===== src/rtl/run_stats_ctrl.sv =====
// End-of-run statistics sequencer: counts cycles and retired instructions from
// run start to halt, lets the pipeline drain, then serially divides to get fixed-point IPC.
module run_stats_ctrl #(
    parameter int CNT_W        = 32,
    parameter int FRAC_W       = 8,
    parameter int DRAIN_CYCLES = 4
) (
    input  logic             clk,
    input  logic             reset,
    input  logic             run_start,
    input  logic             instr_retire,
    input  logic             halt,
    input  logic             report_ack,
    output logic             stat_control,
    output logic [CNT_W-1:0] number_cycles,
    output logic [CNT_W-1:0] number_instructions,
    output logic [CNT_W-1:0] ipc_q,
    output logic             busy
);
    // state   | meaning
    // IDLE    | waiting for run_start
    // COUNT   | run in progress, counting cycles/instructions
    // DRAIN   | halt seen, still counting while the pipeline empties
    // DIVIDE  | counters frozen, one quotient bit per cycle
    // REPORT  | results valid, waiting for report_ack

    localparam int DIV_STEPS = CNT_W + FRAC_W;
    localparam int DIV_CW    = $clog2(DIV_STEPS + 1);
    localparam int IDX_W     = $clog2(DIV_STEPS);
    localparam int DRN_W     = (DRAIN_CYCLES < 1) ? 1 : $clog2(DRAIN_CYCLES + 1);

    localparam logic [DRN_W-1:0]  DRN_LOAD = DRN_W'(DRAIN_CYCLES);
    localparam logic [DIV_CW-1:0] DIV_LOAD = DIV_CW'(DIV_STEPS);
    localparam logic [CNT_W-1:0]  ALL_ONES = '1;

    typedef enum logic [2:0] {
        ST_IDLE,
        ST_COUNT,
        ST_DRAIN,
        ST_DIVIDE,
        ST_REPORT
    } state_t;

    state_t state, state_nxt;

    logic [DRN_W-1:0]     drain_cnt;
    logic [DIV_CW-1:0]    div_cnt;
    logic [CNT_W-1:0]     div_rem;
    logic [DIV_STEPS-2:0] div_quo;

    logic                 count_en;
    logic                 clear_cnt;
    logic                 div_start;
    logic                 div_last;
    logic                 dvd_bit;
    logic                 rem_ge;
    logic [DIV_STEPS-1:0] dividend;
    logic [DIV_STEPS-1:0] quo_next;
    logic [IDX_W-1:0]     div_idx;
    logic [CNT_W:0]       rem_shift;
    logic [CNT_W-1:0]     rem_sub;
    logic [CNT_W-1:0]     ipc_final;

    always_ff @(posedge clk) begin
        if (reset) begin
            state <= ST_IDLE;
        end else begin
            state <= state_nxt;
        end
    end

    always_comb begin
        state_nxt = state;
        case (state)
            ST_IDLE: begin
                if (run_start) begin
                    state_nxt = ST_COUNT;
                end
            end
            ST_COUNT: begin
                // a restart in the same cycle as halt keeps the run going
                if (!run_start && halt) begin
                    state_nxt = (DRAIN_CYCLES == 0) ? ST_DIVIDE : ST_DRAIN;
                end
            end
            ST_DRAIN: begin
                if (drain_cnt == DRN_W'(1)) begin
                    state_nxt = ST_DIVIDE;
                end
            end
            ST_DIVIDE: begin
                if (div_last) begin
                    state_nxt = ST_REPORT;
                end
            end
            ST_REPORT: begin
                if (report_ack) begin
                    state_nxt = ST_IDLE;
                end
            end
            default: state_nxt = ST_IDLE;
        endcase
    end

    always_comb begin
        count_en  = ((state == ST_COUNT) && !run_start) || (state == ST_DRAIN);
        clear_cnt = run_start && ((state == ST_IDLE) || (state == ST_COUNT));
        div_start = (state != ST_DIVIDE) && (state_nxt == ST_DIVIDE);
        div_last  = (state == ST_DIVIDE) && (div_cnt == DIV_CW'(1));

        // counters are frozen in DIVIDE, so they serve directly as dividend and divisor
        dividend  = {number_instructions, {FRAC_W{1'b0}}};
        div_idx   = IDX_W'(div_cnt - 1'b1);
        dvd_bit   = dividend[div_idx];
        rem_shift = {div_rem, dvd_bit};
        rem_ge    = rem_shift >= {1'b0, number_cycles};
        rem_sub   = rem_shift[CNT_W-1:0] - number_cycles;
        quo_next  = {div_quo, rem_ge};

        if ((number_cycles == '0) || (quo_next[DIV_STEPS-1:CNT_W] != '0)) begin
            ipc_final = ALL_ONES;
        end else begin
            ipc_final = quo_next[CNT_W-1:0];
        end
    end

    always_ff @(posedge clk) begin
        if (reset) begin
            stat_control        <= 1'b0;
            busy                <= 1'b0;
            number_cycles       <= '0;
            number_instructions <= '0;
            ipc_q               <= '0;
            drain_cnt           <= '0;
            div_cnt             <= '0;
            div_rem             <= '0;
            div_quo             <= '0;
        end else begin
            stat_control <= (state_nxt == ST_REPORT);
            busy         <= (state_nxt != ST_IDLE);

            if (clear_cnt) begin
                number_cycles       <= '0;
                number_instructions <= '0;
                ipc_q               <= '0;
            end else if (count_en) begin
                if (number_cycles != ALL_ONES) begin
                    number_cycles <= number_cycles + 1'b1;
                end
                if (instr_retire && (number_instructions != ALL_ONES)) begin
                    number_instructions <= number_instructions + 1'b1;
                end
            end

            if ((state == ST_COUNT) && (state_nxt == ST_DRAIN)) begin
                drain_cnt <= DRN_LOAD;
            end else if (state == ST_DRAIN) begin
                drain_cnt <= drain_cnt - 1'b1;
            end

            if (div_start) begin
                div_cnt <= DIV_LOAD;
                div_rem <= '0;
                div_quo <= '0;
            end else if (state == ST_DIVIDE) begin
                div_cnt <= div_cnt - 1'b1;
                div_rem <= rem_ge ? rem_sub : rem_shift[CNT_W-1:0];
                div_quo <= quo_next[DIV_STEPS-2:0];
                if (div_last) begin
                    ipc_q <= ipc_final;
                end
            end
        end
    end

endmodule

===== config.mk =====
export PLATFORM = sky130hd
export DESIGN_NAME = run_stats_ctrl
export DESIGN_NICKNAME = d
export VERILOG_FILES = /design/src/rtl/run_stats_ctrl.sv
export SDC_FILE = /design/constraint.sdc
export NUM_CORES = 1
export LEC_CHECK = 0
export BUFFER_PORTS_ARGS = -buffer_cell sky130_fd_sc_hd__buf_2
export CAP_MARGIN = 20
export CORE_UTILIZATION = 50
export CTS_CLUSTER_DIAMETER = 80
export DETAILED_ROUTE_END_ITERATION = 10
export PLACE_DENSITY = 0.71
export SETUP_SLACK_MARGIN = 0.15
export SYNTH_ARGS = -nofsm -noshare
export SYNTH_HDL_FRONTEND = slang
export SYNTH_SLANG_ARGS = --single-unit

===== constraint.sdc =====
create_clock -name clk -period 4.5 [get_ports clk]
set_clock_uncertainty 0.05 [all_clocks]
set_input_delay 0.45 -clock clk [delete_from_list [all_inputs] [get_ports clk]]
set_output_delay 0.45 -clock clk [all_outputs]
set_load 0.02 [all_outputs]

==> results_dict.tcl <==
set metrics [dict create \
    status "finished, final reports clean" \
    tightest_slew_ns 1.04 \
    die-area_mm2 0.0193 \
    vias 8447 \
    core-area_mm2 0.0181 \
    cts.sink_count 181 \
    synthFlopType "dfxtp_1" \
    path_common_cell "a21oi_1" \
    grt_setup_unrepaired "true" \
    final_common_cell "dfxtp_1" \
    p_leak_nw 4.56 \
    power_density_mw_per_mm2 349 \
    fin_nets 1303 \
    finalWirelength_um 23300 \
    root_buffer "clkbuf_16" \
    synth-seq-cells 181 \
    utilization_pct 59.9 \
    setup_tns_ns 0 \
    syn_inst 1175 \
    ctsLongestPathBuffers 2 \
    grt_pass1_wl_um 38400 \
    post-route-min-period_ns 4.08 \
    die_h_um 139 \
    synth_edf_count 0 \
    cp-start-kind "flip-flop" \
    cpPeakStageDelay_ns 0.49 \
    cp.required_ns 4.74 \
    die_x_um 139 \
    dp_hpwl_um 15600 \
    syn-num-nets 1221 \
    arrival_ns 4.32 \
    hold_violations 0 \
    area_growth_pct 16.0 \
    cts_tree "done" \
    antenna_found_initial 0 \
    yosys_warnings 0 \
    place_congestion 0.885 \
    maxCapViolations 0 \
    p_total_w 0.00380 \
    slew_headroom_pct 30.1 \
    gr-total-overflow 0 \
    ys_async_sr_fraction_pct 0 \
    ir_drop_mv 0.274 \
    path_clk_slew_ns 0.07 \
    hold_path.class "in -> reg" \
    rrSetupSlack_ns 0.42 \
    start_util_pct 51.6 \
    critPathCaptureType "flip-flop" \
    numCtsBuffers 17 \
    post-route-period-util_pct 90.8 \
    drt_iter0_drc 720 \
    grt_max_degree 98 \
    clk-insertion-delay-late_ns 0.44 \
    n_antenna_cell 0 \
    final_cell_mix "181 x dfxtp_1, 154 x a21oi_1, 151 x nor2_1, 133 x nand2_1, 103 x buf_2" \
    htree_levels 4 \
    final-setup-viol-count 0 \
    crit_path_cell_trace "inv_1 > ha_4 > mux4_2 > mux2i_1 > nor3_1 > a31oi_1 > a21o_1 > ha_1 > inv_1 > a21oi_1 > o21ai_2 > a21oi_2 > a21oi_1 > o31ai_2 > o21ai_2 > a31oi_4 > buf_12 > clkbuf_16 > mux2i_1 > a21oi_1" \
    cpMaxStageDelayCell "mux4_2" \
    io_pins 104 \
    ant_nets 0 \
    syn-cell-area_mm2 0.00937 \
    dr.pass1.iters 7 \
    maxSlewViolCount 0 \
    fmax_mhz 245 \
    avgSynthCellArea_um2 7.97 \
    ys_types 60 \
    wl_per_cell_um 15.5 \
    cp_max_fo 14 \
    seq_area_frac_synth_pct 38.7 \
    grt.total_usage_pct 24.3 \
    grt_pass1_vias 7812 \
    crit_type "reg -> reg" \
    drc 0 \
    routed_via_density 5.64 \
    rows 49 \
    layout-drive-gt1-share_pct 15.0 \
    portBuffers 103 \
]
[layer usage]
metal | vias up | GRT usage [%] | wire length [um] | part of all wire [%]
li1 | 4247 | - | - | -
met1 | 3990 | 32.2 | 11000 | 47
met2 | 177 | 39.0 | 10800 | 47
met3 | 33 | 4.42 | 899 | 3.9
met4 | 0 | 9.77 | 541 | 2.3
met5 | - | 0 | 0 | 0
[what timing repair did]
| item | 4_1_cts | 5_1_grt |
|---|---|---|
| resized for setup | 3 | 7 |
| setup buffers | 0 | 4 |
| gates cloned | 0 | 2 |
| setup endpoints to repair | 27 | 32 |
| hold buffers | 0 | 0 |
| pin swaps | 0 | 4 |
[cells in the mapped netlist, drive strengths merged, types with 3 or more instances]
cell type  instances  area share (%)
nand2b             3            0.20
nand3b             5            0.40
and2               5            0.33
o211ai             4            0.32
xor2              28             2.6
a211oi             5            0.40
nand3             35             1.9
o21bai             3            0.24
ha                39             5.2
nand4             18             1.2
clkbuf            45             1.8
and3              16             1.1
mux2i             31             3.3
or3               21             1.5
mux4               8             1.9
inv               50             2.0
nor2b              3            0.20
buf               18            0.85
a31oi              7            0.47
o21ai             56             3.0
a21o              16             1.3
and4               5            0.47
or2                3            0.20
nand2            133             5.3
a21oi            156             8.3
xnor2             54             5.0
o31ai              3            0.24
nor4              17             1.2
dfxtp            181              39
nor3              25             1.3
or4                4            0.32
nor2             153             6.1
[stage by stage]
stage	hold slack, ns	cells	area, um2	worst slack, ns
2_1_floorplan	0.386	1175	9370	0.141
3_3_place_gp	0.393	1461	10100	0.176
3_5_place_dp	0.405	1461	10100	0.0227
4_1_cts	0.276	1493	10700	0.192
5_1_grt	0.289	1499	10900	0.0859
6_report	0.280	1499	10900	0.416
[layout make-up]
type | instances | area (um2)
fill | 1600 | 7280
multi-input combinational | 881 | 5390
sequential | 181 | 3620
timing repair buffer | 126 | 748
clock buffer | 18 | 429
tap | 229 | 287
clock inverter | 14 | 208
inverter | 50 | 188
[kinds of logic after synthesis]
family	count (synthesis)	synth area share (%)
mux	41	5.48
flops	181	38.7
compound gates	268	16.0
fa+ha+maj	40	5.42
xor+xnor	82	7.67
simple gates	450	22.1
buf+inv	113	4.66
[state kept, by name (all words and copies together) (netlist names)]
register and flops:
div_quo 39, div_rem 32, ipc_q 32, number_cycles 32
number_instructions 32, div_cnt 6, drain_cnt 3, state 3
busy 1, stat_control 1
[report_power, final]
group          internal, W  switching, W  total (W)
Combinational     0.000259      0.000301   0.000560
Sequential         0.00161     0.0000105    0.00162
Clock             0.000902      0.000713    0.00162
Total              0.00277       0.00103    0.00380
[final timing paths]
path	start	endpoint	cells after the start
min reg2reg	div_quo[27]$_SDFFE_PP0P_	div_quo[28]$_SDFFE_PP0P_	2
max reg2reg	div_cnt[1]$_SDFFE_PP0P_	div_rem[18]$_SDFFE_PP0P_	20
max	div_cnt[1]$_SDFFE_PP0P_	div_rem[18]$_SDFFE_PP0P_	20
min	report_ack	stat_control$_SDFF_PP0_	4
[critical path, delay by kind of cell, from the launching register on]
family                   cells  cell delay [ns]
buffers and inverters        4             0.48
AO/OA/AOI/OAI               10             1.63
flip-flops                   1             0.34
multiplexers                 3             0.83
adder cells (fa/ha/maj)      2             0.53
AND/OR/NAND/NOR              1             0.06
No activity file was read; power rests on OpenSTA's default activity.
